<file path="src/rtl/pp_pkg.sv">
// Shared types and default sizing for the patch paste stage.
//   pixel_t       : one pixel at the default pixel width
//   paste_state_t : control FSM states (IDLE, RUN, DONE)
//   PP_*          : default parameter values used by the interface and modules
package pp_pkg;

  localparam int PP_PIXEL_BIT_WIDTH = 10;
  localparam int PP_FRAME_ROWS      = 20;
  localparam int PP_FRAME_COLS      = 20;
  localparam int PP_PATCH_ROWS      = 10;
  localparam int PP_PATCH_COLS      = 10;

  typedef logic [PP_PIXEL_BIT_WIDTH-1:0] pixel_t;

  typedef enum logic [1:0] {
    IDLE = 2'd0,
    RUN  = 2'd1,
    DONE = 2'd2
  } paste_state_t;

endpackage

</file>
<file path="src/rtl/patch_paste_if.sv">
// Bus bundle for patch_paste: control handshake, patch input stream,
// frame output stream and the raster counters exported to the crop side.
//   slave  : view of the patch_paste block itself
//   master : view of the environment driving/consuming the block
interface patch_paste_if
  import pp_pkg::*;
#(
  parameter int PIXEL_BIT_WIDTH = PP_PIXEL_BIT_WIDTH,
  parameter int FRAME_ROWS      = PP_FRAME_ROWS,
  parameter int FRAME_COLS      = PP_FRAME_COLS
);

  localparam int CW = $clog2(FRAME_COLS);
  localparam int RW = $clog2(FRAME_ROWS);

  logic                       ap_start;
  logic                       ap_done;
  logic                       ap_idle;
  logic [CW-1:0]              paste_x0;
  logic [RW-1:0]              paste_y0;
  logic                       s_axis_tvalid;
  logic                       s_axis_tready;
  logic [PIXEL_BIT_WIDTH-1:0] s_axis_tdata;
  logic                       m_axis_tvalid;
  logic                       m_axis_tready;
  logic [PIXEL_BIT_WIDTH-1:0] m_axis_tdata;
  logic                       m_axis_tuser;
  logic                       m_axis_tlast;
  logic [CW-1:0]              cnt_col;
  logic [RW-1:0]              cnt_row;

  modport slave (
    input  ap_start, paste_x0, paste_y0,
    input  s_axis_tvalid, s_axis_tdata, m_axis_tready,
    output ap_done, ap_idle, s_axis_tready,
    output m_axis_tvalid, m_axis_tdata, m_axis_tuser, m_axis_tlast,
    output cnt_col, cnt_row
  );

  modport master (
    output ap_start, paste_x0, paste_y0,
    output s_axis_tvalid, s_axis_tdata, m_axis_tready,
    input  ap_done, ap_idle, s_axis_tready,
    input  m_axis_tvalid, m_axis_tdata, m_axis_tuser, m_axis_tlast,
    input  cnt_col, cnt_row
  );

endinterface

</file>
<file path="src/rtl/raster_counter.sv">
// Column/row raster position counter with enable and wrap.
//   clk, rst_n : clock, async active-low reset
//   i_clr      : synchronous clear to (0,0)
//   i_en       : advance one position
//   o_col/o_row: current position
//   o_eof      : current position is the last pixel of the frame
module raster_counter #(
  parameter int COLS = 20,
  parameter int ROWS = 20
) (
  input  logic                    clk,
  input  logic                    rst_n,
  input  logic                    i_clr,
  input  logic                    i_en,
  output logic [$clog2(COLS)-1:0] o_col,
  output logic [$clog2(ROWS)-1:0] o_row,
  output logic                    o_eof
);

  localparam int CW = $clog2(COLS);
  localparam int RW = $clog2(ROWS);

  logic [CW-1:0] r_col;
  logic [RW-1:0] r_row;
  logic          w_col_end;
  logic          w_row_end;

  assign w_col_end = (r_col == CW'(COLS - 1));
  assign w_row_end = (r_row == RW'(ROWS - 1));

  always_ff @(posedge clk or negedge rst_n) begin
    if (!rst_n) begin
      r_col <= '0;
      r_row <= '0;
    end else if (i_clr) begin
      r_col <= '0;
      r_row <= '0;
    end else if (i_en) begin
      if (w_col_end) begin
        r_col <= '0;
        // Wrapping out of the last row returns to (0,0) ready for the next frame
        r_row <= w_row_end ? '0 : r_row + RW'(1);
      end else begin
        r_col <= r_col + CW'(1);
      end
    end
  end

  assign o_col = r_col;
  assign o_row = r_row;
  assign o_eof = w_col_end && w_row_end;

endmodule

</file>
<file path="src/rtl/patch_paste.sv">
// Re-inserts a PATCH_ROWS x PATCH_COLS pixel stream into a FRAME_ROWS x
// FRAME_COLS raster at a latched (x0,y0); pixels outside the window are BG_VALUE.
//   clk           : clock
//   s_axis_resetn : async active-low reset
//   bus (slave)   : ap_start/ap_done/ap_idle, paste_x0/y0, s_axis patch in,
//                   m_axis frame out (tuser = SOF, tlast = EOL), cnt_col/cnt_row
module patch_paste
  import pp_pkg::*;
#(
  parameter int PIXEL_BIT_WIDTH = PP_PIXEL_BIT_WIDTH,
  parameter int FRAME_ROWS      = PP_FRAME_ROWS,
  parameter int FRAME_COLS      = PP_FRAME_COLS,
  parameter int PATCH_ROWS      = PP_PATCH_ROWS,
  parameter int PATCH_COLS      = PP_PATCH_COLS,
  parameter logic [PIXEL_BIT_WIDTH-1:0] BG_VALUE = '0
) (
  input logic          clk,
  input logic          s_axis_resetn,
  patch_paste_if.slave bus
);

  localparam int CW = $clog2(FRAME_COLS);
  localparam int RW = $clog2(FRAME_ROWS);
  localparam logic [CW-1:0] X_MAX = CW'(FRAME_COLS - PATCH_COLS);
  localparam logic [RW-1:0] Y_MAX = RW'(FRAME_ROWS - PATCH_ROWS);

  function automatic logic [CW-1:0] clamp_x(input logic [CW-1:0] x);
    return (x > X_MAX) ? X_MAX : x;
  endfunction

  function automatic logic [RW-1:0] clamp_y(input logic [RW-1:0] y);
    return (y > Y_MAX) ? Y_MAX : y;
  endfunction

  paste_state_t r_state, w_next;

  logic [CW-1:0]              r_x0;
  logic [RW-1:0]              r_y0;
  logic                       r_gen_done;
  logic                       r_m_tvalid;
  logic [PIXEL_BIT_WIDTH-1:0] r_m_tdata;
  logic                       r_m_tuser;
  logic                       r_m_tlast;
  logic                       r_m_eof;

  logic [CW-1:0] w_col;
  logic [RW-1:0] w_row;
  logic          w_eof;
  logic          w_run;
  logic          w_adv;
  logic          w_load;
  logic          w_in_win;
  logic          w_last_acc;
  logic [CW:0]   w_x_hi;
  logic [RW:0]   w_y_hi;

  raster_counter #(
    .COLS(FRAME_COLS),
    .ROWS(FRAME_ROWS)
  ) u_cnt (
    .clk  (clk),
    .rst_n(s_axis_resetn),
    .i_clr(r_state == IDLE),
    .i_en (w_load),
    .o_col(w_col),
    .o_row(w_row),
    .o_eof(w_eof)
  );

  // Window bounds one bit wider than the counters so x0+PATCH_COLS cannot wrap
  assign w_x_hi   = {1'b0, r_x0} + (CW+1)'(PATCH_COLS);
  assign w_y_hi   = {1'b0, r_y0} + (RW+1)'(PATCH_ROWS);
  assign w_in_win = ({1'b0, w_row} >= {1'b0, r_y0}) && ({1'b0, w_row} < w_y_hi) &&
                    ({1'b0, w_col} >= {1'b0, r_x0}) && ({1'b0, w_col} < w_x_hi);

  // Once the final pixel is generated the counters have wrapped to (0,0);
  // r_gen_done stops a second frame from starting while it drains.
  assign w_run      = (r_state == RUN);
  assign w_adv      = w_run && !r_gen_done && (!r_m_tvalid || bus.m_axis_tready);
  assign w_load     = w_adv && (!w_in_win || bus.s_axis_tvalid);
  assign w_last_acc = r_m_tvalid && bus.m_axis_tready && r_m_eof;

  always_ff @(posedge clk or negedge s_axis_resetn) begin
    if (!s_axis_resetn) r_state <= IDLE;
    else                r_state <= w_next;
  end

  always_comb begin
    w_next      = r_state;
    bus.ap_idle = 1'b0;
    bus.ap_done = 1'b0;
    case (r_state)
      IDLE: begin
        bus.ap_idle = 1'b1;
        if (bus.ap_start) w_next = RUN;
      end
      RUN: begin
        if (w_last_acc) w_next = DONE;
      end
      DONE: begin
        bus.ap_done = 1'b1;
        w_next      = IDLE;
      end
      default: w_next = IDLE;
    endcase
  end

  // Coordinates latch only in IDLE, so a mid-frame ap_start cannot move the window
  always_ff @(posedge clk or negedge s_axis_resetn) begin
    if (!s_axis_resetn) begin
      r_x0       <= '0;
      r_y0       <= '0;
      r_gen_done <= 1'b0;
    end else if (r_state == IDLE && bus.ap_start) begin
      r_x0       <= clamp_x(bus.paste_x0);
      r_y0       <= clamp_y(bus.paste_y0);
      r_gen_done <= 1'b0;
    end else if (w_load && w_eof) begin
      r_gen_done <= 1'b1;
    end
  end

  // Output register stage
  always_ff @(posedge clk or negedge s_axis_resetn) begin
    if (!s_axis_resetn) begin
      r_m_tvalid <= 1'b0;
      r_m_tdata  <= '0;
      r_m_tuser  <= 1'b0;
      r_m_tlast  <= 1'b0;
      r_m_eof    <= 1'b0;
    end else if (w_load) begin
      r_m_tvalid <= 1'b1;
      r_m_tdata  <= w_in_win ? bus.s_axis_tdata : BG_VALUE;
      r_m_tuser  <= (w_col == '0) && (w_row == '0);
      r_m_tlast  <= (w_col == CW'(FRAME_COLS - 1));
      r_m_eof    <= w_eof;
    end else if (bus.m_axis_tready) begin
      r_m_tvalid <= 1'b0;
    end
  end

  assign bus.s_axis_tready = w_adv && w_in_win;
  assign bus.m_axis_tvalid = r_m_tvalid;
  assign bus.m_axis_tdata  = r_m_tdata;
  assign bus.m_axis_tuser  = r_m_tuser;
  assign bus.m_axis_tlast  = r_m_tlast;
  assign bus.cnt_col       = w_col;
  assign bus.cnt_row       = w_row;

endmodule

</file>
<file path="src/flat_wrapper.sv">
// flat-port wrapper written by rule: the top's interface ports become plain ports
module patch_paste_flat import pp_pkg::*;
#(
  parameter int PIXEL_BIT_WIDTH = PP_PIXEL_BIT_WIDTH,
  parameter int FRAME_ROWS      = PP_FRAME_ROWS,
  parameter int FRAME_COLS      = PP_FRAME_COLS,
  parameter int PATCH_ROWS      = PP_PATCH_ROWS,
  parameter int PATCH_COLS      = PP_PATCH_COLS,
  parameter logic [PIXEL_BIT_WIDTH-1:0] BG_VALUE = '0
)
  (clk, s_axis_resetn, bus_ap_start, bus_paste_x0, bus_paste_y0, bus_s_axis_tvalid, bus_s_axis_tdata, bus_m_axis_tready, bus_ap_done, bus_ap_idle, bus_s_axis_tready, bus_m_axis_tvalid, bus_m_axis_tdata, bus_m_axis_tuser, bus_m_axis_tlast, bus_cnt_col, bus_cnt_row);
  patch_paste_if #(.PIXEL_BIT_WIDTH(PIXEL_BIT_WIDTH), .FRAME_ROWS(FRAME_ROWS), .FRAME_COLS(FRAME_COLS)) bus_i ();
  input logic clk;
  input logic s_axis_resetn;
  input wire logic [$bits(bus_i.ap_start)-1:0] bus_ap_start;
  input wire logic [$bits(bus_i.paste_x0)-1:0] bus_paste_x0;
  input wire logic [$bits(bus_i.paste_y0)-1:0] bus_paste_y0;
  input wire logic [$bits(bus_i.s_axis_tvalid)-1:0] bus_s_axis_tvalid;
  input wire logic [$bits(bus_i.s_axis_tdata)-1:0] bus_s_axis_tdata;
  input wire logic [$bits(bus_i.m_axis_tready)-1:0] bus_m_axis_tready;
  output wire logic [$bits(bus_i.ap_done)-1:0] bus_ap_done;
  output wire logic [$bits(bus_i.ap_idle)-1:0] bus_ap_idle;
  output wire logic [$bits(bus_i.s_axis_tready)-1:0] bus_s_axis_tready;
  output wire logic [$bits(bus_i.m_axis_tvalid)-1:0] bus_m_axis_tvalid;
  output wire logic [$bits(bus_i.m_axis_tdata)-1:0] bus_m_axis_tdata;
  output wire logic [$bits(bus_i.m_axis_tuser)-1:0] bus_m_axis_tuser;
  output wire logic [$bits(bus_i.m_axis_tlast)-1:0] bus_m_axis_tlast;
  output wire logic [$bits(bus_i.cnt_col)-1:0] bus_cnt_col;
  output wire logic [$bits(bus_i.cnt_row)-1:0] bus_cnt_row;
  assign bus_i.ap_start = bus_ap_start;
  assign bus_i.paste_x0 = bus_paste_x0;
  assign bus_i.paste_y0 = bus_paste_y0;
  assign bus_i.s_axis_tvalid = bus_s_axis_tvalid;
  assign bus_i.s_axis_tdata = bus_s_axis_tdata;
  assign bus_i.m_axis_tready = bus_m_axis_tready;
  assign bus_ap_done = bus_i.ap_done;
  assign bus_ap_idle = bus_i.ap_idle;
  assign bus_s_axis_tready = bus_i.s_axis_tready;
  assign bus_m_axis_tvalid = bus_i.m_axis_tvalid;
  assign bus_m_axis_tdata = bus_i.m_axis_tdata;
  assign bus_m_axis_tuser = bus_i.m_axis_tuser;
  assign bus_m_axis_tlast = bus_i.m_axis_tlast;
  assign bus_cnt_col = bus_i.cnt_col;
  assign bus_cnt_row = bus_i.cnt_row;
  patch_paste #(.PIXEL_BIT_WIDTH(PIXEL_BIT_WIDTH), .FRAME_ROWS(FRAME_ROWS), .FRAME_COLS(FRAME_COLS), .PATCH_ROWS(PATCH_ROWS), .PATCH_COLS(PATCH_COLS), .BG_VALUE(BG_VALUE)) u_core (.clk(clk), .s_axis_resetn(s_axis_resetn), .bus(bus_i));
endmodule
</file>
<file path="config.mk">
export PLATFORM = sky130hd
export DESIGN_NAME = patch_paste_flat
export DESIGN_NICKNAME = d
export VERILOG_FILES = /design/src/rtl/pp_pkg.sv /design/src/rtl/patch_paste_if.sv /design/src/rtl/raster_counter.sv /design/src/rtl/patch_paste.sv /design/src/flat_wrapper.sv
export SDC_FILE = /design/constraint.sdc
export NUM_CORES = 1
export LEC_CHECK = 0
export CORE_ASPECT_RATIO = 0.9
export CORE_MARGIN = 2
export CORE_UTILIZATION = 35
export CTS_BUF_LIST = sky130_fd_sc_hd__clkbuf_4
export DETAILED_ROUTE_END_ITERATION = 6
export SYNTH_ARGS = -nofsm -noshare
export SYNTH_HDL_FRONTEND = slang
export SYNTH_SLANG_ARGS = --single-unit
</file>
<file path="constraint.sdc">
create_clock -name clk -period 7.8 [get_ports clk]
set_input_delay 1.17 -clock clk [delete_from_list [all_inputs] [get_ports clk]]
set_output_delay 1.17 -clock clk [all_outputs]
set_load 0.05 [all_outputs]
</file>
* Yosys cells after proc, flatten, opt, wreduce, memory -nomap -nowiden *
Cells that the tools add are included.

word-level totals
  register bits = 37
  bits of input ports = 25
  output and inout bits = 26
  logic and storage cells = 73

operators by class
  add/sub/neg operators = 4
  magnitude comparators = 6
  equality and inequality tests = 6
  mux-type cells = 19
  reduce and logical (&&, ||, !) cells = 27

operators by type and width
  kind                                                                              count
  5-bit 2-to-1 mux                                                                  9
  1-bit logical AND                                                                 13
  5-bit by 4-bit adder with 6-bit output (second input constant)                    2
  5-bit by 6-bit < comparator with 1-bit output                                     2
  5-bit by 1-bit adder with 5-bit output (second input constant)                    2
  5-bit equality test (second input constant)                                       2
  5-bit greater-or-equal comparator                                                 2
  5-bit by 4-bit greater-than comparator with 1-bit output (second input constant)  2
  5-bit zero test                                                                   2
  10-bit 2-to-1 mux                                                                 1
  2-bit nonzero test                                                                4
  1-bit 2-to-1 mux                                                                  6
  2-bit 2-to-1 mux                                                                  2
  2-bit != test (second input constant)                                             2
  2-bit case mux with 2 select lines                                                1
  2-bit AND reduction                                                               2
  1-bit zero test                                                                   3
  2-bit by 1-bit equality test with 1-bit output (second input constant)            1
  2-bit equality test (second input constant)                                       1
  2-bit zero test                                                                   1
  1-bit logical OR                                                                  2

* Depth between registers and ports, before layout *
Gate-level depths: netlist of the first run.

  depth after elaboration = 11
  mapped depth = 11
  gate-level depth less buffers = 9

* By module *
A second synthesis of the first run with hierarchy kept.

unflattened totals
  cell total of the unflattened synthesis = 217
  area total of the unflattened synthesis = 2,177.1 µm²

modules (own cells, without submodules)
  module          instances  cells each  area each (µm²)
  patch_paste     1          157         1,609.0
  raster_counter  1          60          568.0

* Least setup slack after synthesis of the first run *
Ideal clock, no wire load.

  path kind = register -> output
  from = register u_core.u_cnt.r_col[3], in the netlist u_core.u_cnt.o_col[3]
  to = output bus_s_axis_tready
  arrival = 2.574 ns
  required time = 6.630 ns
  setup slack = 4.056 ns
  stages on the path, launching flop included = 7
  cell sequence = dfrtp_1 > ha_1 > a211o_1 > a31o_2 > a22oi_2 > nand3_1 > nor2_1

between the ends
  word-level cells in the longest chain between the ends = 4
  elaborated cells on any way between the ends = 5
  those cells by class = order compare: 2; reduce/logical: 3

ends and longest elaborated chain
  element                            line                  source
  from (decl)                        raster_counter.sv:23  logic [CW-1:0] r_col;
  from (signal assigned)             raster_counter.sv:44  r_col <= r_col + CW'(1);
  5-bit greater-or-equal comparator  patch_paste.sv:74     ({1'b0, w_col} >= {1'b0, r_x0}) && ({1'b0, w_col} < w_x_hi);
  1-bit logical AND                  patch_paste.sv:73     assign w_in_win = ({1'b0, w_row} >= {1'b0, r_y0}) && ({1'b0, w_row} < w_y_hi) &&
  1-bit logical AND (*)              patch_paste.sv:74
  1-bit logical AND (*)              patch_paste.sv:142    assign bus.s_axis_tready = w_adv && w_in_win;
  to (decl)                          flat_wrapper.sv:23    output wire logic [$bits(bus_i.s_axis_tready)-1:0] bus_s_axis_tready;

Every way passes the cells marked *; elsewhere a longest branch is shown, timed or not.

* Worst setup path in the final report of the first run *
  from = register u_core.r_x0[1]
  to = output bus_s_axis_tready

between the ends
  word-level cells in the longest chain between the ends = 4
  elaborated cells on any way between the ends = 6
  those cells by class = add/sub: 1; order compare: 2; reduce/logical: 3

ends and longest elaborated chain
  element                                                                                      line                                  source
  from (decl)                                                                                  patch_paste.sv:37                     logic [CW-1:0] r_x0;
  from (signal assigned)                                                                       patch_paste.sv:115                    r_x0 <= clamp_x(bus.paste_x0);
  5-bit by 4-bit adder with 6-bit output or 5-bit greater-or-equal comparator (tied branches)  patch_paste.sv:71, patch_paste.sv:74
  5-bit by 6-bit < comparator with 1-bit output or 1-bit logical AND (tied branches)           patch_paste.sv:74, patch_paste.sv:73
  1-bit logical AND (*)                                                                        patch_paste.sv:74
  1-bit logical AND (*)                                                                        patch_paste.sv:142

Marks and branches as above.

==> summary.md, run 1 <==
| Metric | Value |
|---|---|
| Area fraction of the dominant cell type after synthesis | a little over two fifths |
| Kind of critical path | reg2out |
| Final Cycle Share | a little under three fifths |
| FF+latch area | ~930 um^2 |
| Power per cell area | between 200 and 300 mW/mm^2 |
| Endpoints failing setup | 0 |
| Endpoints failing hold | 0 |
| RSZ-0062 raised after global routing | no |
| Critical Path Source Type | flip-flop |
| Largest net degree at the start of global routing | 38 |
| Post-CTS Setup Bufs | 0 |
| Crit path DAT | ~3300 ps |
| Share of layout cells above drive strength 1 | approximately 6.7% |
| Distinct cells, synth | 44 |
| Post-DRT Antenna Nets | 0 |
| Setup WS post-layout | around 3400 ps |
| Slowest-stage cell, CP | clkdlybuf4s50_1 |
| Pins Over Slew Limit | 0 |
| Clock Latency Late Sink | roughly 340 ps |
| DRT iter0 DRCs | 62 |
| Placed cells | approximately 330 |
| Crit path largest cell delay | just over 800 ps |
| Grt total ovfl | 0 |
| RD Place Congestion | about 0.73 |
| Synth warnings | 0 |
| Rel. slew slack | ~33% |
| Inserted Diodes | 0 |
| Buffers on Ports | 50 |
| Core area | between 0.006 and 0.007 mm^2 |
| Fmax | around 230 MHz |
| Ys flop type | dfrtp_1 |
| Chip width | a little under 90 um |
| Die area | approximately 0.007 mm^2 |
| Reg-to-Reg Start | u_core.r_x0[1] |
| # rows | 27 |
| Final HPWL DP | ~3500 um |
| Clk pin slew, worst setup/hold paths | 120 ps |
| Cts bufs inserted | 5 |
| Crit path capture type | output pin |
| Post-synthesis sequential area ratio | a little over two fifths |
| Outcome | complete, no violations |
| Cell chain of the critical path | ha_1, xor2_1, ha_1, a211o_1, a31o_2, a22oi_2, nand3_1, nor2_1, clkdlybuf4s50_1 |
| Netlist Area Pre-Place | 0.00216 mm^2 |
| Post-Syn Nets | approximately 270 |
| Largest cells by area after synthesis | dfrtp_1 (43%), ha_1 (14%), a22o_1 (4.1%) |
| Non-Filler Instances | about 340 |
| Place WS | 3590 ps |
| Worst Hold Launch | u_core.r_state[1] |
| Max VDD drop | 0.0868 mV |
| WL final | roughly 4600 um |
| H-tree Lvls | 2 |
| Fillers | ~600 |
| Max-Cap Viols | 0 |
| Reg2reg setup slack | 4610 ps |
| CTS tree | yes |
| Antenna violations before repair | 0 |
| Via density | slightly above 5 |
| Setup TNS | 0 ps |
| Seq cells post-synth | 37 |
| Average cell area after synthesis | about 10 um^2 |
| First-pass iteration count of the detailed router | 4 |
| Min-delay worst type | reg2reg |
| Synth-to-layout area growth | 28.2% |
| Multi-input logic area | about 0.0011 mm^2 |
| Gr usage total | about 14% |
| Fin crit period | between 4000 and 5000 ps |
| Nets | 317 |
| Async S/R FF share, synth | 100% |
| Hold path depth | 1 |
| Most used cell, CP | ha_1 |
| Actual slew at the worst max-slew pin | about 1000 ps |
| Wirelength per Cell | ~14 um |
| # DRC | 0 |
| Post-cts resize count | 0 |
| Vias in the first global route | roughly 1700 |
| Post-synth EDFFs | 0 |
| Initial Utilization | between 30% and 40% |
| CTS root buf | clkbuf_4 |
| First-pass GRT wire length | 7760 um |
| R2R depth | 9 |
| Clk sink count | 37 |
| WP data required | around 6600 ps |
| Post-Synthesis Cells | 217 |
| Worst Skew | about 15 ps |
| Post-synth top area cell | dfrtp_1 |
| P_leak | 1.28 nW |
| Via count | ~1800 |
| CTS Hold Buffers Added | 0 |
| Max FO, Critical Path | 4 |
| Hold EP | u_core.r_state[0] |
| FF-to-FF End | u_core.u_cnt.o_col[4] |
| IO Count | 51 |
| Hold Slack | around 480 ps |
| Clock buffer depth | 2 |
| Die Ht | just under 80 um |
## where the power goes
part	switching [W]	leakage [nW]	internal, W	total (W)
clock network	0.0000649	0.0310	0.0000340	0.0000990
registers	0.0000467	0.467	0.000225	0.000271
logic	0.000240	0.777	0.000150	0.000390
total	0.000352	1.28	0.000408	0.000760
## cells in the final DEF (no fill, tap or decap), types with 3 or more instances in the layout
master and instances:
a21o_1 3, a21oi_1 11, a22o_1 10, a31o_2 3, clkbuf_4 5, clkdlybuf4s50_1 49
dfrtp_1 37, ha_1 24, inv_1 17, mux2i_1 3, nand2_1 20, nand2b_1 4
nand3_1 7, nor2_1 9, o211ai_1 4, o21ai_0 15, or4_1 3
## layout make-up
cell class | count | area share (%)
Clock buffer | 5 | 1.36
Clock inverter | 3 | 0.632
Inverter | 19 | 2.57
Multi-Input combinational cell | 155 | 40.9
Sequential cell | 37 | 33.4
Tap cell | 72 | 3.25
Timing Repair Buffer | 50 | 17.9
## critical path, delay by kind of cell, from the launching register on
kind                       cells  cell delay, ps
DFF                            1             420
adders and majority gates      2             530
and+or+nand+nor                2             310
xor gates and xnor gates       1             150
buffers and inverters          1             810
AOI/OAI and AO/OA              3             700
## cells in the mapped netlist (3+ instances only)
cell      instances
a31o_2            3
nand2_1          20
nand3_1           7
inv_1            17
nor2_1            9
mux2i_1           3
o21ai_0          15
dfrtp_1          37
clkbuf_1          3
o211ai_1          4
a21oi_1          11
nand2b_1          4
or4_1             3
ha_1             24
a21o_1            3
a22o_1           10
## stage by stage
stage          total power (W)  area (um^2)  utilization [%]
2_1_floorplan         0.000547         2160                -
3_3_place_gp          0.000662         2720             44.9
3_5_place_dp          0.000669         2720             44.9
4_1_cts               0.000771         2770             45.8
5_1_grt               0.000818         2770             45.8
6_report              0.000760         2770             45.8
## cell families (layout without fill, tap and decap cells)
family / Yosys count / count (layout) / synth area share [%]
AO/OA/AOI/OAI: 68 / 68 / 22.2
XOR/XNOR: 4 / 4 / 1.62
adder cells (fa/ha/maj): 24 / 24 / 13.9
buffers and inverters: 25 / 77 / 4.75
flip-flops: 37 / 37 / 42.8
multiplexers: 3 / 3 / 1.39
AND/OR/NAND/NOR: 56 / 56 / 13.3
## flip-flops by register name (all words and copies together), names as in the netlist
register and flops:
u_core.bus.m_axis_tuser 1, u_core.bus.m_axis_tvalid 1, u_core.r_gen_done 1, u_core.r_state 2, u_core.r_m_eof 1, u_core.r_y0 5
u_core.r_x0 5, u_core.bus.m_axis_tdata 10, u_core.u_cnt.o_col 5, u_core.u_cnt.o_row 5, u_core.bus.m_axis_tlast 1
## metal layers
metal / GRT usage [%] / up-vias / routed length, um
met2: 20.6 / 42 / 1950
met4: 4.53 / 0 / 66
met5: 0 / - / 0
met3: 3.79 / 6 / 224
met1: 20.8 / 818 / 2380
li1: - / 895 / -
## worst max-delay path by stage
| stage | slack (ps) | endpoint | start |
|---|---|---|---|
| floorplan | 4060 | bus_s_axis_tready | u_core.u_cnt.o_col[3] |
| global placement | 3590 | bus_s_axis_tready | bus_m_axis_tready |
| detailed placement | 3590 | bus_s_axis_tready | bus_m_axis_tready |
| CTS | 3360 | bus_s_axis_tready | u_core.r_x0[1] |
| global route | 3240 | bus_s_axis_tready | u_core.r_y0[1] |
| finish | 3380 | bus_s_axis_tready | u_core.r_x0[1] |
No activity file was read; power rests on OpenSTA's default activity.
==> run 2: changes to the inputs <==
==> constraint.sdc (replaced) <==
create_clock -name clk -period 3.84 [get_ports clk]
set_input_delay 0.576 -clock clk [delete_from_list [all_inputs] [get_ports clk]]
set_output_delay 0.576 -clock clk [all_outputs]
set_load 0.05 [all_outputs]
==> run 2 against run 1 <==
Sequential power up 100%. Die area unchanged. First-iteration DRC count up 3.2%. Flip-flop and latch count unchanged. Cell count up 0.59%. Global-route usage up 0.11 points. Largest power group unchanged.
==> summary.md, run 2 (synthesized netlist as in run 1, its figures left out) <==
| Metric | Value |
|---|---|
| Most used cell, CP | ha_1 |
| Via count | 1769 (+0.45%) |
| Worst Skew | 18.5 ps (+3.78 ps) |
| Commonest non-fill, non-tap cells in the layout | clkdlybuf4s50_1 (48), dfrtp_1 (37), ha_1 (24), nand2_1 (20), inv_1 (17) |
| Clk sink count | 37 (unchanged) |
| Crit path capture type | output pin |
| CTS tree | yes |
| Grt total ovfl | 0 (unchanged) |
| Die Ht | 78.5 um (unchanged) |
| WP data required | 3260 ps (-3370 ps) |
| Clock buffer depth | 2 (unchanged) |
| Power Total | 0.00161 W (+110%) |
| Inserted Diodes | 0 (unchanged) |
| Critical Path Source Type | flip-flop |
| FF-to-FF End | u_core.bus.m_axis_tdata[0] |
| R2R depth | 9 (unchanged) |
| Cell chain of the critical path | ha_1, xor2_1, ha_1, a211o_1, a31o_2, a22oi_2, nand3_1, nor2_1, dlygate4sd2_1 |
| Min-delay worst type | in2async |
| Synth-to-layout area growth | 29.9% |
| Chip width | 86.8 um (unchanged) |
| Vias in the first global route | 1615 (-2.5%) |
| Fin crit period | 3520 ps |
| WL final | 4590 um (-0.65%) |
| Max-Cap Viols | 0 (unchanged) |
| Clock Latency Late Sink | 340 ps (about the same) |
| Nets | 319 (+0.63%) |
| Kind of critical path | reg2out |
| Fmax | approximately 280 MHz |
| Endpoints failing hold | 0 (unchanged) |
| Antenna violations before repair | 0 (unchanged) |
| Share of layout cells above drive strength 1 | 7.01% (+0.32 points) |
| First-pass GRT wire length | 7740 um (-0.27%) |
| Outcome | complete, no violations |
| Endpoints failing setup | 0 (unchanged) |
| Rel. slew slack | 44.1% (+12 points) |
| Initial Utilization | 35.7% (unchanged) |
| Placement Cell Area | 0.00273 mm^2 (+0.55%) |
| Wirelength per Cell | 13.4 um (-1.2%) |
| Crit path DAT | 2950 ps (-300 ps) |
| Clk pin slew, worst setup/hold paths | 130 ps (about the same) |
| Final Cycle Share | 91.7% |
| IO Count | 51 (unchanged) |
| Cts bufs inserted | 5 (unchanged) |
| Fillers | 594 (-0.83%) |
| Post-DRT Antenna Nets | 0 (unchanged) |
| CTS Hold Buffers Added | 0 (unchanged) |
| Power per cell area | 574 mW/mm^2 (+110%) |
| Reg-to-Reg Start | u_core.r_x0[1] |
| Max VDD drop | 0.199 mV (+130%) |
| Setup TNS | 0 ps (unchanged) |
| CTS root buf | clkbuf_4 |
| Actual slew at the worst max-slew pin | 838 ps (-173 ps) |
| Crit path largest cell delay | 540 ps (-270 ps) |
| Slowest-stage cell, CP | dlygate4sd2_1 |
| RD Place Congestion | 0.752 (+3.3%) |
| Max reg flops | 10 (unchanged) |
| Pins Over Slew Limit | 0 (unchanged) |
| Die area | 0.00682 mm^2 (unchanged) |
| P_leak | 1.30 nW (+1.7%) |
| Reg2reg setup slack | 890 ps (-3720 ps) |
| Gr usage total | 14.4% (+0.11 points) |
| Most common cell after layout, fill and taps aside | clkdlybuf4s50_1 |
| Final HPWL DP | 3440 um (-0.39%) |
| Buffers on Ports | 50 (unchanged) |
| Largest net degree at the start of global routing | 38 (unchanged) |
| Max FO, Critical Path | 4 (unchanged) |
| Core area | 0.00605 mm^2 (unchanged) |
| First-pass iteration count of the detailed router | 4 (unchanged) |
| DRT iter0 DRCs | 64 (+3.2%) |
| # DRC | 0 (unchanged) |
| # rows | 27 (unchanged) |
| RSZ-0062 raised after global routing | no |
| H-tree Lvls | 2 (unchanged) |
| Fin area | 0.00281 mm^2 (+1.4%) |
| Via density | 5.16 (-0.13%) |
==> run 2: changes by cell type in the layout (fill, tap and decap cells not counted) <==
cell and delta:
clkinv_2 -2, dlygate4sd2_1 +1, bufinv_16 +1, buf_4 +2
clkdlybuf4s50_1 -1, clkinv_1 +1
==> run 2: layout make-up <==
class	instances	area, um^2	area share [%]
clock buffers	5	37.5	1.34
multi-input cells	155	1130	40.3
clock inverters	3	41.3	1.47
inverters	19	71.3	2.54
well taps	72	90.1	3.21
flip-flops and latches	37	926	33.0
repair buffers	52	509	18.1
==> run 2: repair_timing <==
item	in CTS	in global routing
setup endpoints to repair	1	0
resized for setup	1	0
setup buffers	0	0
endpoints found under the hold margin	0	0
==> run 2: worst max-delay path by stage <==
stage	start	to	slack (ps)
detailed placement	u_core.r_x0[1]	bus_s_axis_tready	360
floorplan	u_core.u_cnt.o_col[3]	bus_s_axis_tready	690
finish	u_core.r_x0[1]	bus_s_axis_tready	320
CTS	u_core.r_x0[1]	bus_s_axis_tready	270
global route	u_core.r_x0[1]	bus_s_axis_tready	110
global placement	u_core.r_x0[1]	bus_s_axis_tready	410
==> run 2: metrics by stage <==
stage	worst slack, ps	utilization (%)	hold slack (ps)	std cells
finish	318	46.4	315	343
detailed placement	364	45.1	459	335
CTS	266	46.4	338	343
floorplan	690	-	280	217
global placement	406	45.1	444	335
global route	110	46.4	377	343
==> run 2: routing by layer <==
| layer | GRT usage [%] | part of all wire (%) | vias to the layer above |
|---|---|---|---|
| met1 | 22.2 | 53 | 816 |
| met4 | 4.84 | 1.5 | 0 |
| met5 | 0 | 0 | - |
| met3 | 3.26 | 4.4 | 6 |
| met2 | 19.6 | 41 | 42 |
| li1 | - | - | 905 |
==> run 2: critical path, delay by kind of cell, from the launching register on <==
kind	cells	cell delay (ps)
XOR/XNOR	1	150
AO/OA/AOI/OAI	3	700
AND/OR/NAND/NOR	2	290
adder cells (fa/ha/maj)	2	520
buffers and inverters	1	540
flip-flops	1	430
==> run 2: power breakdown <==
part	total, W	switching [W]	internal (W)	leakage, nW
Combinational	0.000794	0.000487	0.000308	0.792
Clock	0.000269	0.000134	0.000135	0.0389
Sequential	0.000549	0.0000926	0.000456	0.467
==> run 3: changes to the inputs <==
--- a/config.mk
+++ b/config.mk
@@ -10,6 +10,7 @@
 export CORE_UTILIZATION = 35
 export CTS_BUF_LIST = sky130_fd_sc_hd__clkbuf_4
 export DETAILED_ROUTE_END_ITERATION = 6
+export MAX_ROUTING_LAYER = met4
 export SYNTH_ARGS = -nofsm -noshare
 export SYNTH_HDL_FRONTEND = slang
 export SYNTH_SLANG_ARGS = --single-unit
==> constraint.sdc (replaced) <==
create_clock -name clk -period 4.47 [get_ports clk]
set_input_delay 0.6705 -clock clk [delete_from_list [all_inputs] [get_ports clk]]
set_output_delay 0.6705 -clock clk [all_outputs]
set_load 0.05 [all_outputs]
==> run 3 against run 2 <==
Via count increased by 1.4%. Design area is 1.6% lower. Critical endpoint unchanged. Sequential share of layout area grew 0.52 points. Non-clock buffer count decreased by 2. Flip-flop and latch count unchanged. Clock-buffer cell count grew 1. Worst hold slack gained 98 ps. Register-to-register slack better by 390 ps. Critical path type unchanged.
==> summary.md, run 3 (synthesized netlist as in run 1, its figures left out) <==
| Metric | Value |
|---|---|
| Final Cycle Share | ~90% |
| Wirelength per Cell | 13.9 um (+3.7%) |
| Post-cts resize count | 0 (-1) |
| Critical Path Source Type | flip-flop |
| Pins Over Slew Limit | 0 (unchanged) |
| Outcome | complete, no violations |
| Fin crit period | roughly 3900 ps |
| WP depth | 9 (unchanged) |
| Gr usage total | 15.0% (+0.59 points) |
| Nets | 317 (-0.63%) |
| CTS root buf | clkbuf_4 |
| Die Ht | 78.5 um (unchanged) |
| First-pass GRT wire length | 7820 um (+1.1%) |
| Power per cell area | 480 mW/mm^2 (-16%) |
| Crit path DAT | 3280 ps (+330 ps) |
| Hold Slack | 413 ps (+97.9 ps) |
| DRT iter0 DRCs | 64 (unchanged) |
| Fmax | 253 MHz |
| CTS tree | yes |
| Worst Skew | 7.59 ps (-10.9 ps) |
| Reg power frac | 35.7% (+1.7 points) |
| Crit path largest cell delay | 820 ps (+280 ps) |
| Share of layout cells above drive strength 1 | 5.97% (-1.0 points) |
| Actual slew at the worst max-slew pin | 1000 ps (+167 ps) |
| Post-DRT Antenna Nets | 0 (unchanged) |
| Pint | 0.000717 W (-20%) |
| Setup TNS | 0 ps (unchanged) |
| Endpoints failing setup | 0 (unchanged) |
| Switching Share | 45.9% (+1.7 points) |
| Comb pwr share | 51.3% (+2.0 points) |
| Switch Pwr | 0.000609 W (-15%) |
| Post-CTS Setup Bufs | 0 (unchanged) |
| Inserted Diodes | 0 (unchanged) |
| # DRC | 0 (unchanged) |
| Cell chain of the critical path | ha_1, xor2_1, ha_1, a211o_1, a31o_2, a22oi_2, nand3_1, nor2_1, clkdlybuf4s50_1 |
| Crit path capture type | output pin |
| H-tree Lvls | 2 (unchanged) |
| Clock buffer depth | 2 (unchanged) |
| Max VDD drop | 0.153 mV (-23%) |
| CTS Hold Buffers Added | 0 (unchanged) |
| Initial Utilization | 35.7% (unchanged) |
| Clk pin slew, worst setup/hold paths | 110 ps (-20 ps) |
| Fillers | 606 (+2.0%) |
| Core area | 0.00605 mm^2 (unchanged) |
| IO Count | 51 (unchanged) |
| Via density | 5.27 (+2.3%) |
| Min-delay worst type | in2async |
| RD Place Congestion | 0.736 (-2.1%) |
| Grt total ovfl | 0 (unchanged) |
| Cts bufs inserted | 5 (unchanged) |
| Kind of critical path | reg2out |
| Rel. slew slack | 33.0% (-11 points) |
| Worst path buffer plus inverter count | 1 (unchanged) |
| Clock Power Share | 13.0% (-3.7 points) |
| Chip width | 86.8 um (unchanged) |
| Max reg flops | 10 (unchanged) |
| Max FO, Critical Path | 4 (unchanged) |
| Vias in the first global route | 1619 (+0.25%) |
| Slowest-stage cell, CP | clkdlybuf4s50_1 |
| P_leak | 1.27 nW (-1.8%) |
| Buffers on Ports | 50 (unchanged) |
| Clock Latency Late Sink | 340 ps (about the same) |
| Via count | 1793 (+1.4%) |
| Clk sink count | 37 (unchanged) |
| Synth-to-layout area growth | 27.9% |
| Antenna violations before repair | 0 (unchanged) |
| Largest net degree at the start of global routing | 38 (unchanged) |
| Worst path top cell family by delay | buffers and inverters |
| Endpoints failing hold | 0 (unchanged) |
| # rows | 27 (unchanged) |
| Commonest non-fill, non-tap cells in the layout | clkdlybuf4s50_1 (49), dfrtp_1 (37), ha_1 (24), nand2_1 (20), inv_1 (17) |
| WL final | 4720 um (+2.8%) |
| Max-Cap Viols | 0 (unchanged) |
| First-pass iteration count of the detailed router | 4 (unchanged) |
| Most common cell after layout, fill and taps aside | clkdlybuf4s50_1 |
| Die area | 0.00682 mm^2 (unchanged) |
| R2R depth | 9 (unchanged) |
| RSZ-0062 raised after global routing | no |
| Final HPWL DP | 3460 um (+0.68%) |
| WP data required | 3800 ps (+540 ps) |
| Most used cell, CP | ha_1 |
## run 3: cell count changes in the layout (fill, tap and decap cells not counted)
cell / before / now
buf_4: 2 / 0
bufinv_16: 1 / 0
clkbuf_4: 5 / 6
clkdlybuf4s50_1: 48 / 49
clkinvlp_4: 1 / 0
dlygate4sd2_1: 1 / 0
## run 3: per-stage QoR
| stage | power [W] | worst slack, ps | std cells | area [um^2] | util (%) |
|---|---|---|---|---|---|
| 2_1_floorplan | 0.000955 | 1230 | 217 | 2160 | - |
| 3_3_place_gp | 0.00116 | 942 | 333 | 2720 | 44.9 |
| 3_5_place_dp | 0.00116 | 877 | 333 | 2720 | 44.9 |
| 4_1_cts | 0.00134 | 494 | 340 | 2760 | 45.7 |
| 5_1_grt | 0.00143 | 364 | 340 | 2760 | 45.7 |
| 6_report | 0.00133 | 524 | 340 | 2760 | 45.7 |
## run 3: layer usage
layer / vias to the layer above / GRT usage [%] / share of wire [%]
met5: - / - / 0
met4: 0 / 4.22 / 1.2
met2: 43 / 20.8 / 43
met3: 8 / 3.26 / 4.0
met1: 848 / 21.9 / 52
li1: 894 / - / -
## run 3: cell type report
type | instances | area, um^2 | area share, %
Clock buffer | 6 | 45.0 | 1.63
Clock inverter | 1 | 3.75 | 0.136
Inverter | 19 | 71.3 | 2.58
Multi-Input combinational cell | 155 | 1130 | 41.0
Sequential cell | 37 | 926 | 33.5
Tap cell | 72 | 90.1 | 3.26
Timing Repair Buffer | 50 | 495 | 17.9
## run 3: power by group through the flow
| stage | Combinational (W) | Sequential [W] | Clock [W] |
|---|---|---|---|
| after detailed placement | 0.000685 | 0.000480 | 0 |
| after global routing | 0.000748 | 0.000488 | 0.000194 |
| after global placement | 0.000677 | 0.000481 | 0 |
| after CTS | 0.000687 | 0.000474 | 0.000177 |
| after floorplan | 0.000322 | 0.000633 | 0 |
| final | 0.000680 | 0.000474 | 0.000173 |
## run 3: final timing paths
check,from,to,slack [ps]
setup / recovery,u_core.r_x0[1],bus_s_axis_tready,520
max in group asynchronous,s_axis_resetn,u_core.u_cnt.o_row[1],3510
hold reg to reg,u_core.r_state[1],u_core.r_state[0],460
setup reg to reg,u_core.r_x0[1],u_core.u_cnt.o_col[4],1280
hold / removal,s_axis_resetn,u_core.u_cnt.o_col[0],410
min in group clk,u_core.r_state[1],u_core.r_state[0],460
